[src/rtl/seek_to_cylinder.sv]
// seek_to_cylinder: head-positioner emulation for a moving-head disk drive.
// A falling edge on the (asynchronous) access-go line starts a seek. The
// cylinder address moves by one or two cylinders, clamped to 0..MAX_CYL,
// and the drive then reports busy for SETTLE_US microseconds.
module seek_to_cylinder #(
    parameter int SETTLE_US = 10000,
    parameter int MAX_CYL   = 202
) (
    input  logic       clkenbl_1usec,
    input  logic       reset,
    input  logic       Selected_Ready,
    input  logic       BUS_ACC_GO_L,
    input  logic       BUS_ACC_REV_L,
    input  logic       BUS_10_20_L,
    input  logic       clkenbl_sector,
    output logic [7:0] Cylinder_Address,
    output logic       BUS_ACCESS_RDY_EMUL_H,
    output logic       BUS_HOME_DRIVE_EMUL_L,
    output logic       oncylinder_indicator,
    output logic       strobe_selected_ready
);

    typedef enum logic {
        IDLE = 1'b0,
        SEEK = 1'b1
    } state_t;

    localparam logic [8:0]  MAX_ADDR    = 9'(MAX_CYL);
    localparam logic [15:0] SETTLE_LOAD = 16'(SETTLE_US - 1);

    state_t      state;
    state_t      state_next;
    logic [1:0]  go_sync;
    logic [1:0]  rev_sync;
    logic [1:0]  step_sync;
    logic        go_prev;
    logic        go_fall;
    logic        seek_start;
    logic [15:0] settle_cnt;
    logic [1:0]  step_size;
    logic [8:0]  fwd_sum;
    logic [7:0]  target_addr;

    // The sector pulse has no function here; it is kept on the port list
    // so the block drops into the existing drive top level unchanged.
    logic unused_sector;
    assign unused_sector = clkenbl_sector;

    // Two-flop synchronizers for the bus lines plus a delayed copy of GO for
    // edge detection; all idle high so reset never looks like a request.
    always_ff @(posedge clkenbl_1usec or negedge reset) begin
        if (!reset) begin
            go_sync   <= 2'b11;
            rev_sync  <= 2'b11;
            step_sync <= 2'b11;
            go_prev   <= 1'b1;
        end else begin
            // NOTE: non-blocking assignments make every flop sample the
            // pre-edge value, which is what turns this into a real shift chain.
            go_sync   <= {go_sync[0], BUS_ACC_GO_L};
            rev_sync  <= {rev_sync[0], BUS_ACC_REV_L};
            step_sync <= {step_sync[0], BUS_10_20_L};
            go_prev   <= go_sync[1];
        end
    end

    assign go_fall    = go_prev & ~go_sync[1];
    assign seek_start = (state == IDLE) && Selected_Ready && go_fall;

    // Target cylinder for a seek starting now: step 1 or 2, clamped at both ends.
    always_comb begin
        // NOTE: every output of a combinational block gets a default first so
        // no path leaves it unassigned and a latch can never be inferred.
        step_size   = step_sync[1] ? 2'd2 : 2'd1;
        fwd_sum     = {1'b0, Cylinder_Address} + {7'd0, step_size};
        target_addr = Cylinder_Address;
        if (!rev_sync[1]) begin
            if ({1'b0, Cylinder_Address} < {7'd0, step_size}) begin
                target_addr = 8'd0;
            end else begin
                target_addr = Cylinder_Address - {6'd0, step_size};
            end
        end else begin
            if (fwd_sum > MAX_ADDR) begin
                target_addr = MAX_ADDR[7:0];
            end else begin
                target_addr = fwd_sum[7:0];
            end
        end
    end

    // State register.
    always_ff @(posedge clkenbl_1usec or negedge reset) begin
        if (!reset) begin
            state <= IDLE;
        end else begin
            state <= state_next;
        end
    end

    // Next-state logic: a seek is always timed to completion once started.
    always_comb begin
        state_next = state;
        unique case (state)
            IDLE: if (seek_start) state_next = SEEK;
            SEEK: if (settle_cnt == 16'd0) state_next = IDLE;
            default: state_next = IDLE;
        endcase
    end

    // Settle timer, cylinder register and completion strobe.
    always_ff @(posedge clkenbl_1usec or negedge reset) begin
        if (!reset) begin
            settle_cnt            <= 16'd0;
            Cylinder_Address      <= 8'd0;
            strobe_selected_ready <= 1'b0;
        end else begin
            if (seek_start) begin
                settle_cnt       <= SETTLE_LOAD;
                Cylinder_Address <= target_addr;
            end else if (state == SEEK && settle_cnt != 16'd0) begin
                settle_cnt <= settle_cnt - 16'd1;
            end
            strobe_selected_ready <= (state == SEEK) && (state_next == IDLE)
                                     && Selected_Ready;
        end
    end

    // Status outputs; Selected_Ready gates ready with no register delay.
    always_comb begin
        BUS_ACCESS_RDY_EMUL_H = (state == IDLE) && Selected_Ready;
        BUS_HOME_DRIVE_EMUL_L = ~(BUS_ACCESS_RDY_EMUL_H && (Cylinder_Address == 8'd0));
        oncylinder_indicator  = BUS_ACCESS_RDY_EMUL_H;
    end

endmodule

[config.mk]
export PLATFORM = sky130hd
export DESIGN_NAME = seek_to_cylinder
export DESIGN_NICKNAME = d
export VERILOG_FILES = /design/src/rtl/seek_to_cylinder.sv
export SDC_FILE = /design/constraint.sdc
export NUM_CORES = 1
export LEC_CHECK = 0
export ABC_AREA = 1
export CAP_MARGIN = 20
export CORE_MARGIN = 2
export CORE_UTILIZATION = 51
export DETAILED_ROUTE_END_ITERATION = 8
export PLACE_DENSITY = 0.72
export SKIP_LAST_GASP = 1
export SYNTH_ARGS = -nofsm -noshare
export SYNTH_HDL_FRONTEND = slang
export SYNTH_SLANG_ARGS = --single-unit
export TNS_END_PERCENT = 50
[constraint.sdc]
create_clock -name clkenbl_1usec -period 2.05 [get_ports clkenbl_1usec]
set_input_delay 0.41 -clock clkenbl_1usec [delete_from_list [all_inputs] [get_ports clkenbl_1usec]]
set_output_delay 0.41 -clock clkenbl_1usec [all_outputs]
set_load 0.005 [all_outputs]
==> summary.md, run 1 <==
| Metric | Value |
|---|---|
| Hold Crit Class | flip-flop to flip-flop |
| Slowest stage delay, CP | approximately 0.53 ns |
| Post-synthesis async set-or-reset flop share | 1.000 |
| Total GRT Usage | 0.2146 |
| Root Buffer | clkbuf_8 |
| Global-route wire length before repair | around 7400 um |
| Vias in the first global route | about 1700 |
| IR drop worst, VDD | slightly below 0.0005 V |
| IO buf count | 17 |
| Slew @ Worst Pin | ~0.40 ns |
| Top-count cell post-synth | nand2_1 |
| Arr. time, crit path | roughly 2.2 ns |
| Syn Inst Count | 272 |
| Worst clock skew | 0.002773 ns |
| Die height | approximately 67 um |
| Buf/Inv on CP | 3 |
| Top delay family on crit path | simple AND/OR/NAND/NOR gates |
| ANT cells | 0 |
| Post-layout nets | 322 |
| Main synth FF type | dfrtp_1 |
| Synth area leader | dfrtp_1 |
| Relative slew slack | 0.7353 |
| DR vias | between 1500 and 2000 |
| Peak Freq | 0.4913 GHz |
| Final Hold Fails | 0 |
| Die Wd | approximately 67 um |
| H-tree levels | 2 |
| Syn Area/Cell | approximately 7.5 um^2 |
| Initial Utilization | 0.5455 |
| Die area | 0.004526 mm^2 |
| Clock buffer depth | 2 |
| ANT nets after route | 0 |
| DR DRC count | 0 |
| RSZ-0062 raised after global routing | true |
| Final max-slew violation count | 0 |
| Clk sinks | 33 |
| Antenna violations before repair | 0 |
| Post-synthesis register bit count | 33 |
| I/O pins | 19 |
| Synthesis warning total | 0 |
| Area Growth Syn to Fin | 24.69% |
| Post-synth cell types | 32 |
| WP data required | 2.22 ns |
| Wire length per cell | 11.90 um |
| Kind of critical path | flip-flop to flip-flop |
| Post-synth EDFFs | 0 |
| Ratio of cells with drive above 1 in the final layout | 0.2492 |
| Worst path slowest cell | dfstp_2 |
| Site Rows | 22 |
| PwrDens | roughly 470 mW/mm^2 |
| Final wirelength | 4247 um |
| Drt first pass iters | 4 |
| Post-DR vias/cell | between 5 and 6 |
| Status | finished clean |
| Worst setup EP type | flip-flop |
| Max-Cap Viols | 0 |
| Synth cell count leaders | nand2_1, nor2_1, inv_1 |
| Synth Cell Area | 0.002042 mm^2 |
| Fin util | 0.6801 |
| Gr ovfl total | 0 |
| CTS Buf Count | 5 |
| DP HPWL | roughly 3200 um |
| Fin Hold WS | about 0.36 ns |
| Syn Nets | 286 |
| Synth top area cells | dfrtp_1, dfstp_2, nand2_1 |
| Sequential area share after synthesis | 0.4087 |
| Drt initial violations | 105 |
| Final Cycle Share | 0.9928 |
| Crit-path cells | inv_2 -> ha_4 -> fa_2 -> nand2_4 -> nor2_4 -> inv_2 -> nor2_4 -> inv_2 -> nand2_4 -> nor2_4 -> o21ai_4 -> nand2_2 -> nand2_4 -> nand2_2 -> nand2_1 |
| Routability cong. | ~0.86 |
| Final min period | between 2 and 2.5 ns |
| CTS tree | done |
| Maximum number of pins on one net before global-route repair | 34 |
| Max Fanout on Critical Path | 4 |
| Setup violators final | 0 |
| Worst-Skew Late Latency | roughly 0.28 ns |
| Static Leak | roughly 1.2 nW |
| Worst Setup Start Kind | flip-flop |
| Synth top area share | 0.3186 |
| Clk pin slew, worst setup/hold paths | 0.06 ns |
| Total core area | around 0.0037 mm^2 |
sequential cells by signal, summed over array words and instances (netlist names):
signal and cells:
go_sync 2, step_sync 2, state 1, Cylinder_Address 8, go_prev 1, rev_sync 2
settle_cnt 16, strobe_selected_ready 1
layout by cell type, fill, tap and decap left out, types with 3 or more instances in the layout:
cell             netlist  layout
nand2_1               49      45
nand3_2                2       3
nor2_1                40      39
ha_1                   5       3
nand4_1                3       3
o21ai_0               13      11
inv_1                 39      35
inv_2                  3       7
o21ai_1                2       4
a21oi_2                2       3
a21oi_1               16      15
nor2_4                 2       3
xor2_1                 6       6
nand2_4                0       4
clkbuf_8               0       5
nand3_1               19      18
nand2_2               12      12
dfstp_2                7       7
nor2_2                 6       6
buf_4                  1      17
clkdlybuf4s50_1        0      15
dfrtp_1               26      26
kinds of logic after synthesis:
kind of cell / share of synthesized area
compound gates: 0.1097
xor+xnor: 0.02574
fa+ha+maj: 0.05025
buf+inv: 0.09252
flops: 0.4087
simple gates: 0.3131
metal layers:
metal	wire length, um	track usage	vias to the layer above
met5	0	0	-
met4	46	0.06633	0
met3	197	0.05167	6
met2	1881	0.3230	41
met1	2121	0.3062	842
li1	-	-	932
worst paths after layout:
check	cells past startpoint	endpoint	start	slack (ns)
setup / recovery	15	Cylinder_Address[0]	step_sync[1]	0.01
hold / removal	0	rev_sync[1]	rev_sync[0]	0.36
setup reg to reg	15	Cylinder_Address[0]	step_sync[1]	0.01
hold reg to reg	0	rev_sync[1]	rev_sync[0]	0.36
max in group asynchronous	2	go_prev	reset	1.21
min in group asynchronous	2	settle_cnt[14]	reset	0.52
through the flow:
step | std cells | instance area (um^2) | total power [mW] | worst slack [ns] | setup TNS [ns]
detailed placement | 348 | 2366 | 0.7354 | -0.1179 | -0.2379
CTS | 356 | 2510 | 1.201 | 0.002459 | 0
floorplan | 272 | 2047 | 0.7001 | 0.03022 | 0
global route | 357 | 2546 | 1.236 | -0.07939 | -0.4663
finish | 357 | 2546 | 1.186 | 0.01473 | 0
global placement | 348 | 2366 | 0.7352 | -0.1157 | -0.1704
where the power goes:
part	switching, mW	internal, mW	leakage [nW]
clock	0.222	0.234	0.0439
sequential	0.00479	0.664	0.375
combinational	0.0355	0.0266	0.803
final cells by class:
type | count | area, um^2
sequential | 33 | 834.6
multi-input combinational | 192 | 1112
clock buffer | 5 | 68.82
clock inverter | 3 | 17.52
fill | 324 | 1197
timing repair buffer | 34 | 295.3
inverter | 42 | 157.7
tap | 48 | 60.06
what timing repair did:
action	in CTS	in global routing
endpoints found under the hold margin	0	0
cloned	0	0
setup endpoints to repair	10	9
setup buffers	0	1
pin swaps	7	4
gates resized for setup	15	11
hold buffers	0	0
Power figures use the tool's default switching activity.
==> run 2: changes to the inputs <==
--- a/config.mk
+++ b/config.mk
@@ -6,7 +6,7 @@
 export NUM_CORES = 1
 export LEC_CHECK = 0
 export ABC_AREA = 1
-export CAP_MARGIN = 20
+export CAP_MARGIN = 40
 export CORE_MARGIN = 2
 export CORE_UTILIZATION = 51
 export DETAILED_ROUTE_END_ITERATION = 8
==> constraint.sdc (replaced) <==
create_clock -name clkenbl_1usec -period 1.8 [get_ports clkenbl_1usec]
set_input_delay 0.36 -clock clkenbl_1usec [delete_from_list [all_inputs] [get_ports clkenbl_1usec]]
set_output_delay 0.36 -clock clkenbl_1usec [all_outputs]
set_load 0.005 [all_outputs]
==> run 2 against run 1 <==
Largest cell class unchanged. Clock power rose by 34%. Maximum frequency grew 0.25%. Flip-flop and latch count unchanged. Global-route usage increased by 1.9 points. The run now ends with negative setup slack left.
==> summary.md, run 2 (same netlist as run 1, synthesis figures left out) <==
| Metric | Value |
|---|---|
| Status | complete, but fails checks |
| DR vias | 1892 (+3.9%) |
| CTS tree | done |
| Setup TNS Final | -2.086 ns (-2.086 ns) |
| Arr. time, crit path | 2.21 ns (about the same) |
| Reg2Reg Capture Point | Cylinder_Address[0] |
| CTS Buf Count | 5 (unchanged) |
| Reg with most FFs | settle_cnt |
| Static Leak | 1.320 nW (+8.0%) |
| DR DRC count | 0 (unchanged) |
| Max Fanout on Critical Path | 4 (unchanged) |
| Die height | 67.28 um (unchanged) |
| Finished Layout Cells | 375 (+5.0%) |
| Worst Setup Start Kind | flip-flop |
| Post-DR vias/cell | 5.045 (-1.1%) |
| R2r setup slk | -0.23 ns (-0.24 ns) |
| Kind of critical path | flip-flop to flip-flop |
| Hold Crit Class | flip-flop to flip-flop |
| Relative slew slack | 0.7253 (-0.01003) |
| Regs by FF count | settle_cnt: 16 flops, Cylinder_Address: 8 flops |
| Final Cycle Share | 1.128 (+0.1351) |
| Maximum number of pins on one net before global-route repair | 34 (unchanged) |
| Final max-slew violation count | 0 (unchanged) |
| Gr ovfl total | 0 (unchanged) |
| RSZ-0062 raised after global routing | true |
| Fin util | 0.7273 (+0.04713) |
| Slew @ Worst Pin | 0.4120 ns (+0.01505 ns) |
| Routability cong. | 0.9042 (+5.0%) |
| Post-layout nets | 340 (+5.6%) |
| Antenna violations before repair | 0 (unchanged) |
| Root Buffer | clkbuf_8 |
| Min setup slack post-route | -0.2302 ns (-0.2449 ns) |
| IO buf count | 17 (unchanged) |
| Worst-Skew Late Latency | 0.28 ns (about the same) |
| Vias in the first global route | 1763 (+5.6%) |
| Total core area | 0.003744 mm^2 (unchanged) |
| Hold Path Sink | rev_sync[1] |
| Worst clock skew | 0.004641 ns (+0.001868 ns) |
| I/O pins | 19 (unchanged) |
| Site Rows | 22 (unchanged) |
| Hold Crit Start | rev_sync[0] |
| Worst reg2reg path depth | 15 (unchanged) |
| Total GRT Usage | 0.2340 (+0.01933) |
| FF+latch area | 835.8 um^2 (+0.15%) |
| Fill cell count | 322 (-0.62%) |
| Die Wd | 67.28 um (unchanged) |
| Most frequent cells in the layout | nand2_1, nor2_1, inv_1, buf_4, dfrtp_1 |
| Ratio of cells with drive above 1 in the final layout | 0.3058 (+0.05662) |
| Setup violators final | 12 (+12) |
| Max FFs per register | 16 (unchanged) |
| Peak Freq | 0.4926 GHz (+0.25%) |
| Placed cell count | 364 (+4.6%) |
| Wire length per cell | 12.07 um (+1.5%) |
| H-tree levels | 2 (unchanged) |
| Final Hold Fails | 0 (unchanged) |
| ANT nets after route | 0 (unchanged) |
| Drt initial violations | 151 (+44%) |
| Most common cell after layout, fill and taps aside | nand2_1 |
| Clk pin slew, worst setup/hold paths | 0.06 ns (about the same) |
| Design area | 0.002723 mm^2 (+6.9%) |
| Failing checks | negative setup slack |
| Cell area after placement | 0.002511 mm^2 (+6.1%) |
| Die area | 0.004526 mm^2 (unchanged) |
| Fin Hold WS | 0.3558 ns (-0.001709 ns) |
| IR drop worst, VDD | 0.0005040 V (+2.4%) |
| Drt first pass iters | 4 (unchanged) |
| Tot Pwr | 1.455 mW (+23%) |
| DP HPWL | 3261 um (+1.4%) |
| Area Growth Syn to Fin | 33.33% |
| Clk sinks | 33 (unchanged) |
| Final min period | 2.030 ns (-0.005051 ns) |
| Global-route wire length before repair | 7866 um (+6.5%) |
| Crit Reg-Reg Startpoint | step_sync[1] |
| Worst setup EP type | flip-flop |
| Initial Utilization | 0.5455 (unchanged) |
| Clock buffer depth | 2 (unchanged) |
| WP data required | 1.98 ns (-0.24 ns) |
| Place WS | -0.3050 ns (-0.1871 ns) |
| PwrDens | 534.2 mW/mm^2 (+15%) |
| Final wirelength | 4528 um (+6.6%) |
| Area of the multi-input gates | 0.001121 mm^2 (+0.79%) |
| ANT cells | 0 (unchanged) |
| Max-Cap Viols | 0 (unchanged) |
| Hold path cells | 0 (unchanged) |
run 2: cell type report:
| type | count | share of cell area |
|---|---|---|
| clock buffers | 7 | 0.03539 |
| clock inverters | 1 | 0.001838 |
| well taps | 48 | 0.02206 |
| repair buffers | 52 | 0.1631 |
| multi-input cells | 192 | 0.4118 |
| flip-flops and latches | 33 | 0.3070 |
| inverters | 42 | 0.05882 |
run 2: power by group:
part / switching, mW / internal, mW
registers: 0.00586 / 0.756
clock network: 0.266 / 0.345
logic: 0.0431 / 0.0383
run 2: what timing repair did:
item	CTS	global route
hold buffers	0	0
resized for setup	14	15
pin swaps	7	4
buffers inserted	1	2
setup endpoints to repair	11	13
run 2: layer usage:
metal  up-vias  GRT usage  wire length (um)
met5         -          0                 0
met1       864     0.3157              2192
met2        51     0.3614              2036
met3         8    0.04833               213
met4         0     0.1097                85
li1        969          -                 -
run 2: worst max-delay path: stages, from the launching register on:
cell     delay, ns
dfstp_2       0.55
inv_4         0.05
ha_4          0.15
fa_2          0.36
nand2_4       0.11
nor2_4        0.04
inv_2         0.07
nor2_4        0.04
inv_2         0.06
nand2_4       0.05
nor2_4        0.10
o21ai_4       0.08
nand2_2       0.08
nand2_4       0.07
nand2_2       0.05
nand2_1       0.04
run 2: worst max-delay path by stage:
stage / depth (start not counted) / slack (ns) / from / end
2_1_floorplan: 11 / -0.16 / step_sync[1] / Cylinder_Address[3]
3_3_place_gp: 6 / -0.27 / Selected_Ready / BUS_HOME_DRIVE_EMUL_L
3_5_place_dp: 6 / -0.30 / Selected_Ready / BUS_HOME_DRIVE_EMUL_L
4_1_cts: 15 / -0.23 / step_sync[1] / Cylinder_Address[0]
5_1_grt: 15 / -0.32 / step_sync[1] / Cylinder_Address[0]
6_report: 15 / -0.23 / step_sync[1] / Cylinder_Address[0]
